## src/rtl/sc_fft_pkg.sv

```systemverilog
// Shared parameters and helpers for the serial-commutator FFT output reorder path.
package sc_fft_pkg;

    localparam int unsigned DW    = 6;
    localparam int unsigned N     = 8;
    localparam int unsigned LOG2N = $clog2(N);
    localparam int unsigned NPAIR = N / 2;
    localparam int unsigned PW    = LOG2N - 1;

    // Reverse the LOG2N-bit index
    function automatic logic [LOG2N-1:0] bitrev(input logic [LOG2N-1:0] idx);
        logic [LOG2N-1:0] r;
        r = '0;
        for (int i = 0; i < int'(LOG2N); i++) begin
            r[i] = idx[LOG2N-1-i];
        end
        return r;
    endfunction

endpackage

```

## src/rtl/sc_fft_reorder_bank.sv

```systemverilog
// One N x DW frame store with two write ports and two combinational read ports.
module sc_fft_reorder_bank
    import sc_fft_pkg::*;
(
    input  logic             clk,
    input  logic             we0,
    input  logic [LOG2N-1:0] waddr0,
    input  logic [DW-1:0]    wdata0,
    input  logic             we1,
    input  logic [LOG2N-1:0] waddr1,
    input  logic [DW-1:0]    wdata1,
    input  logic [LOG2N-1:0] raddr0,
    output logic [DW-1:0]    rdata0,
    input  logic [LOG2N-1:0] raddr1,
    output logic [DW-1:0]    rdata1
);

    logic [DW-1:0] mem [N];

    // Contents are deliberately not reset; flags in the parent qualify them
    always_ff @(posedge clk) begin
        if (we0) mem[waddr0] <= wdata0;
        if (we1) mem[waddr1] <= wdata1;
    end

    assign rdata0 = mem[raddr0];
    assign rdata1 = mem[raddr1];

endmodule

```

## src/rtl/sc_fft_reorder.sv

```systemverilog
// Ping-pong reorder buffer: bit-reversed bin pairs in, natural-order pairs out.
// Optional SC_REORDER_ERR_EN adds a sticky sof_err flag for resyncs and overflow attempts.
module sc_fft_reorder
    import sc_fft_pkg::*;
(
    input  logic          clk,
    input  logic          rst_n,
    input  logic          in_valid,
    output logic          in_ready,
    input  logic          in_sof,
    input  logic [DW-1:0] in0,
    input  logic [DW-1:0] in1,
    output logic          out_valid,
    input  logic          out_ready,
    output logic          out_sof,
    output logic [DW-1:0] out0,
    output logic [DW-1:0] out1
`ifdef SC_REORDER_ERR_EN
    ,
    output logic          sof_err
`endif
);

    logic [1:0]          full_q, full_d;
    logic                wbank_q, wbank_d, rbank_q, rbank_d;
    logic [PW-1:0]       wcnt_q, wcnt_d, rcnt_q, rcnt_d, wpair;
    logic                wr_fire, rd_fire;
    logic [LOG2N-1:0]    waddr0, waddr1, raddr0, raddr1;
    logic [1:0]          bank_we;
    logic [1:0][DW-1:0]  bank_rd0, bank_rd1;
    logic [DW-1:0]       rd0, rd1, out0_d, out1_d;
    logic                out_valid_d, out_sof_d;

    assign in_ready = !full_q[wbank_q];
    assign wr_fire  = in_valid && in_ready;
    assign rd_fire  = out_valid && out_ready;

    // A sof always restarts the frame at pair 0, dropping any partial frame
    assign wpair   = in_sof ? '0 : wcnt_q;
    assign waddr0  = bitrev({wpair, 1'b0});
    assign waddr1  = bitrev({wpair, 1'b1});
    assign bank_we = wr_fire ? (wbank_q ? 2'b10 : 2'b01) : 2'b00;

    for (genvar b = 0; b < 2; b++) begin : g_bank
        sc_fft_reorder_bank u_bank (
            .clk    (clk),
            .we0    (bank_we[b]),
            .waddr0 (waddr0),
            .wdata0 (in0),
            .we1    (bank_we[b]),
            .waddr1 (waddr1),
            .wdata1 (in1),
            .raddr0 (raddr0),
            .rdata0 (bank_rd0[b]),
            .raddr1 (raddr1),
            .rdata1 (bank_rd1[b])
        );
    end

    // Counter, bank and flag next state; write and read never touch the same bank's flag
    always_comb begin
        full_d  = full_q;
        wbank_d = wbank_q;
        rbank_d = rbank_q;
        wcnt_d  = wcnt_q;
        rcnt_d  = rcnt_q;
        if (wr_fire) begin
            if (wpair == PW'(NPAIR - 1)) begin
                full_d[wbank_q] = 1'b1;
                wcnt_d          = '0;
                wbank_d         = !wbank_q;
            end else begin
                wcnt_d = wpair + 1'b1;
            end
        end
        if (rd_fire) begin
            if (rcnt_q == PW'(NPAIR - 1)) begin
                full_d[rbank_q] = 1'b0;
                rcnt_d          = '0;
                rbank_d         = !rbank_q;
            end else begin
                rcnt_d = rcnt_q + 1'b1;
            end
        end
    end

    assign raddr0 = {rcnt_d, 1'b0};
    assign raddr1 = {rcnt_d, 1'b1};

    // Next output pair, forwarding this cycle's write so a just-completed frame appears next cycle
    always_comb begin
        rd0 = bank_rd0[rbank_d];
        rd1 = bank_rd1[rbank_d];
        if (bank_we[rbank_d]) begin
            if (waddr0 == raddr0) rd0 = in0;
            if (waddr1 == raddr0) rd0 = in1;
            if (waddr0 == raddr1) rd1 = in0;
            if (waddr1 == raddr1) rd1 = in1;
        end
        out_valid_d = full_d[rbank_d];
        out_sof_d   = out_valid_d && (rcnt_d == '0);
        out0_d      = out_valid_d ? rd0 : '0;
        out1_d      = out_valid_d ? rd1 : '0;
    end

    always_ff @(posedge clk or negedge rst_n) begin
        if (!rst_n) begin
            full_q    <= '0;
            wbank_q   <= 1'b0;
            rbank_q   <= 1'b0;
            wcnt_q    <= '0;
            rcnt_q    <= '0;
            out_valid <= 1'b0;
            out_sof   <= 1'b0;
            out0      <= '0;
            out1      <= '0;
        end else begin
            full_q    <= full_d;
            wbank_q   <= wbank_d;
            rbank_q   <= rbank_d;
            wcnt_q    <= wcnt_d;
            rcnt_q    <= rcnt_d;
            out_valid <= out_valid_d;
            out_sof   <= out_sof_d;
            out0      <= out0_d;
            out1      <= out1_d;
        end
    end

`ifdef SC_REORDER_ERR_EN
    // Sticky until reset: mid-frame sof or a pair offered while the buffer is full
    always_ff @(posedge clk or negedge rst_n) begin
        if (!rst_n) begin
            sof_err <= 1'b0;
        end else if ((in_valid && !in_ready) || (wr_fire && in_sof && (wcnt_q != '0))) begin
            sof_err <= 1'b1;
        end
    end
`endif

endmodule

```

## config.mk

```make
export PLATFORM = sky130hd
export DESIGN_NAME = sc_fft_reorder
export DESIGN_NICKNAME = d
export VERILOG_FILES = /design/src/rtl/sc_fft_pkg.sv /design/src/rtl/sc_fft_reorder_bank.sv /design/src/rtl/sc_fft_reorder.sv
export SDC_FILE = /design/constraint.sdc
export NUM_CORES = 1
export LEC_CHECK = 0
export BUFFER_PORTS_ARGS = -buffer_cell sky130_fd_sc_hd__buf_2
export CORE_MARGIN = 2
export CORE_UTILIZATION = 35
export CTS_CLUSTER_DIAMETER = 120
export DETAILED_ROUTE_END_ITERATION = 10
export GPL_ROUTABILITY_DRIVEN = 0
export SLEW_MARGIN = 20
export SYNTH_ARGS = -nofsm -noshare
export SYNTH_HDL_FRONTEND = slang
export SYNTH_HIERARCHICAL = 1
export SYNTH_SLANG_ARGS = --single-unit
```

## constraint.sdc

```tcl
create_clock -name clk -period 5.6 [get_ports clk]
set_clock_uncertainty 0.1 [all_clocks]
set_input_delay 0.28 -clock clk [delete_from_list [all_inputs] [get_ports clk]]
set_output_delay 0.28 -clock clk [all_outputs]
set_load 0.02 [all_outputs]
```

### Word-level counts from Yosys, hierarchy flattened

Memory sizes are Yosys's and may differ from the RTL's.
Index checks and enable logic that the tools add are counted.

* flip-flop bits (word level): 22
* bits in writable memories: 96
* input port bits: 17
* output and inout bits: 15
* logic and storage cells: 75
* memories kept: 2

* add/sub/neg operators: 2
* order comparisons: 5
* eq/ne operators: 6
* muxes and demuxes: 38
* bitwise gates (word level): 3
* reductions and logical operators: 10

Memories
* g_bank[0].u_bank.mem: depth 8, width 6, rd ports 2, clocked after Yosys merged registers in 0, wr ports 2, line sc_fft_reorder_bank.sv:18 `logic [DW-1:0] mem [N];`
* g_bank[1].u_bank.mem: depth 8, width 6, rd ports 2, clocked after Yosys merged registers in 0, wr ports 2, line sc_fft_reorder_bank.sv:18

Operators by type and width (number)
* 6-bit 2-to-1 mux: 12
* 2-bit 2-to-1 mux: 10
* 1-bit 2-to-1 mux: 14
* 2-bit by 3-bit == test with 1-bit output: 2
* 3-bit == test: 2
* 1-bit by 2-bit < comparator with 1-bit output (second input constant): 3
* 1-bit logical AND: 5
* 2-bit by 1-bit adder with 2-bit output (second input constant): 2
* 2-bit == test (second input constant): 2
* 1-bit zero test: 3
* 2-bit bitwise AND: 1
* 1-bit demux with 1-bit select: 2
* 1-bit >= comparator (second input constant): 2
* 2-bit zero test: 1
* 2-bit NOT: 1
* 2-bit OR: 1
* 2-bit AND reduction: 1

### Logic depth before layout (Yosys ltp)

* word-level depth: 13
* mapped depth: 8

### Hierarchy

The synthesis kept the hierarchy.

Modules (own cells, without submodules)
* sc_fft_reorder_bank: instances 2, cells each 168, area each 2992.9 sq um
* sc_fft_reorder: instances 1, cells each 111, area each 1292.5 sq um

### Worst setup path after synthesis

Ideal clock, no wire load.

* path type: flip-flop to flip-flop
* from: reg out_valid
* to: reg out0[0]
* arrival time: 2370 ps
* data required time: 5367 ps
* slack: 2997 ps
* stages on the path, launching flop included: 9
* buffers on the path: 1
* period minus slack after synthesis: 2603 ps
* path through: dfrtp_1 nand2_1 mux2i_1 inv_1 clkbuf_1 mux4_1 mux2_2 mux2i_1 a221oi_2

RTL lines
* start, declared: line sc_fft_reorder.sv:13 `output logic out_valid,`
* start signal, assigned: line sc_fft_reorder.sv:123 `out_valid <= out_valid_d;`
* end signal, assigned: line sc_fft_reorder.sv:125 `out0 <= out0_d;`
* end, declared: line sc_fft_reorder.sv:16 `output logic [DW-1:0] out0,`

==> key figures <==
Status
  – Status: complete, but fails checks
  – Failing checks: max-slew violations

Clocking
  – CTS sink count: 118
  – CTS tree: yes
  – Post-CTS Setup Inserts: 0
  – # resized after CTS: 0
  – H-tree levels: 4
  – Max clock buf depth: 2
  – CTS root buf: clkbuf_16
  – Clk slew on worst S/H paths: 0.06 ns
  – CTS buffer count: 17
  – Clk Latency, worst-skew pair: 0.42 ns

Timing
  – Hold WS: 0.111 ns
  – Max Slew Vio Count: 16
  – Fmax: 0.294 GHz
  – Final Hold Fails: 0
  – Tmin final: 3.40 ns
  – Slew headroom: -0.315
  – Setup violators final: 0
  – Final setup TNS: 0 ns
  – Fin crit share: 0.607
  – Final setup margin: 2.20 ns
  – Slew @ Worst Pin: 1.95 ns
  – RSZ-0062 raised after global routing: false

Hold path
  – Worst hold stages: 3
  – Hold_sp: in_valid
  – Hold endpoint: wcnt_q[0]$_DFFE_PN0N_
  – Hold crit path type: in -> reg

GRT
  – Vias in the first global route: 4522
  – Total grt overflow: 0
  – Largest net degree at the start of global routing: 33
  – Initial antenna violation count: 1
  – First-pass GRT wire length: 28400 um
  – Met2 Resource Use GR: 0.293
  – Global Route met3 Usage: 0.0387
  – Most used routing layer: met2
  – GRT Overall Usage: 0.178
  – Met1 Use GR: 0.238

Setup path
  – Critical Path Max Stage Delay: 0.60 ns
  – Reg-to-Reg End: out1[0]$_DFF_PN0_
  – Origin of the critical flop-to-flop path: rcnt_q[0]$_DFF_PN0_
  – Worst-path maximum fanout: 26
  – Req. time, crit path: 5.76 ns
  – Worst path slowest cell: inv_1
  – Most frequent CP cell: mux2i_1
  – CP Cell Sequence: dlygate4sd3_1 -> buf_2 -> nand2_1 -> mux2i_1 -> inv_1 -> buf_4 -> mux4_1 -> mux2_2 -> mux2i_1 -> a221oi_2
  – R2R Setup Slk: 2.22 ns
  – Crit end category: flop
  – Crit path launch type: primary input
  – Worst Path Class, Setup: in -> reg
  – CP arrival: 3.56 ns
  – Reg2Reg Depth: 8

Route
  – Antenna-violating nets left: 0
  – DR WL/cell: 24.5 um
  – Vias/cell: 5.70
  – # DRC: 0
  – TritonRoute pass-1 iters: 5
  – DRT Wirelength: 19000 um
  – Vias: 4412
  – Initial drt markers: 453

Placement
  – HPWL Detailed: 12900 um
  – Post-DP Area: 7700 um2
  – DP Worst Slack: 2.22 ns
  – Port Buffers: 31

Job
  – Maxcap violations: 0

Synthesis
  – Syn Inst Count: 447
  – Synthesis-stage register bit count: 118
  – Synth Area per Inst: 16.3 um2
  – Synth Cell Area: 7280 um2
  – Fraction of registers with async set/reset: 0.186
  – Seq/Total Area, Yosys: 0.472
  – Number of synthesized flops with an enable pin: 96
  – Top FF cell, synth: edfxtp_1
  – Netlist cell types: 36
  – Ys Warns: 6

Pwr
  – Sw Share: 0.330
  – Sequential Power Share: 0.318
  – Cell internal pwr: 2460 uW
  – PD cells: 439 nW/um2
  – Switching Power: 1210 uW
  – LEAKAGE: 0.00309 uW
  – Clock network fraction of design power: 0.308
  – Combinational power share: 0.373
  – Max VDD drop: 0.000194 V

Layout
  – Filler instances: 1861
  – ANT cells: 0
  – Area grow syn2layout: 14.8%
  – Share of cells above drive strength 1: 0.431
  – Final nets: 510
  – Finished Cell Area: 8360 um2
  – Core Util, Final: 0.412
  – Sequential Area: 3430 um2
  – Most frequent cells in the layout: mux2_2, edfxtp_1, mux4_1
  – Multi-input gate area: 3720 um2
  – Commonest non-fill, non-tap cell in the layout: mux2_2

Die
  – Core footprint: 20300 um2
  – DIE HEIGHT: 148 um
  – Initial core utilization: 0.359
  – # IOs: 32
  – Standard-cell rows: 52
  – Die X: 148 um
  – Die footprint: 22000 um2
==> worst max path at each step <==
stage                                    from                end  slack (ns)  cells after the start
final                               out_ready  out1[0]$_DFF_PN0_        2.20                     10
after global routing                out_ready  out1[0]$_DFF_PN0_        1.96                     10
after CTS                           out_ready  out1[0]$_DFF_PN0_        2.16                     10
after detailed placement  rcnt_q[0]$_DFF_PN0_  out0[1]$_DFF_PN0_        2.22                      8
after global placement    rcnt_q[0]$_DFF_PN0_  out0[1]$_DFF_PN0_        2.36                      8
after floorplan           out_valid$_DFF_PN0_  out0[0]$_DFF_PN0_        3.00                      8
==> metrics by stage <==
| step | cells | power [uW] |
|---|---|---|
| 2_1_floorplan | 467 | 2200 |
| 3_3_place_gp | 740 | 2510 |
| 3_5_place_dp | 740 | 2540 |
| 4_1_cts | 774 | 3680 |
| 5_1_grt | 774 | 3830 |
| 6_report | 774 | 3670 |
==> state kept, by name (all words and copies together), names as in the netlist <==
name / cells
full_q: 2
g_bank.u_bank/mem: 96
out0: 6
out1: 6
out_sof: 1
out_valid: 1
rbank_q: 1
rcnt_q: 2
wbank_q: 1
wcnt_q: 2
==> power by group through the flow <==
| stage | combinational, uW | sequential (uW) | clock [uW] |
|---|---|---|---|
| detailed placement | 1350 | 1190 | 0 |
| finish | 1370 | 1170 | 1130 |
| global placement | 1330 | 1180 | 0 |
| CTS | 1360 | 1170 | 1150 |
| floorplan | 1020 | 1180 | 0 |
| global route | 1460 | 1180 | 1190 |
==> critical path: cells and delay by family <==
kind / cells / cell delay (ns)
buffers and inverters: 4 / 1.67
AOI/OAI and AO/OA: 1 / 0.10
muxes: 4 / 1.37
and+or+nand+nor: 1 / 0.13
==> timing repair <==
| item | 4_1_cts | 5_1_grt |
|---|---|---|
| hold buffers | 2 | 0 |
| endpoints found under the setup margin | 0 | 0 |
| endpoints found under the hold margin | 23 | 0 |
==> Yosys cell counts, drive strengths merged (5+ instances only) <==
library cell / number / area (um2)
nand2: 9 / 33.8
clkbuf: 5 / 18.8
mux2: 127 / 1430
mux2i: 17 / 170
nand4b: 6 / 52.6
dfrtp: 22 / 551
edfxtp: 96 / 2880
mux4: 48 / 1260
nand2b: 7 / 43.8
o21ai: 9 / 45.0
buf: 27 / 168
a221oi: 12 / 180
inv: 7 / 26.3
nor4bb: 6 / 60.1
nor2: 18 / 67.6
==> routing by layer <==
metal	vias up	wire [um]
met2	141	9240
met3	28	894
li1	1936	-
met1	2307	8490
met4	0	349
met5	-	0
==> cell families after synthesis <==
group,synth area share
adder cells (fa/ha/maj),0.00344
AO/OA/AOI/OAI,0.0447
multiplexers,0.393
flip-flops,0.472
other,0.00103
buffers and inverters,0.0292
AND/OR/NAND/NOR,0.0505
XOR/XNOR,0.00619
==> cell type report <==
type,count,area share
tap,270,0.0404
timing repair buffer,37,0.0246
clock buffer,27,0.0729
clock inverter,5,0.00284
inverter,7,0.00314
sequential,118,0.411
multi-input combinational,310,0.445
(Power assumes the default switching activity.)
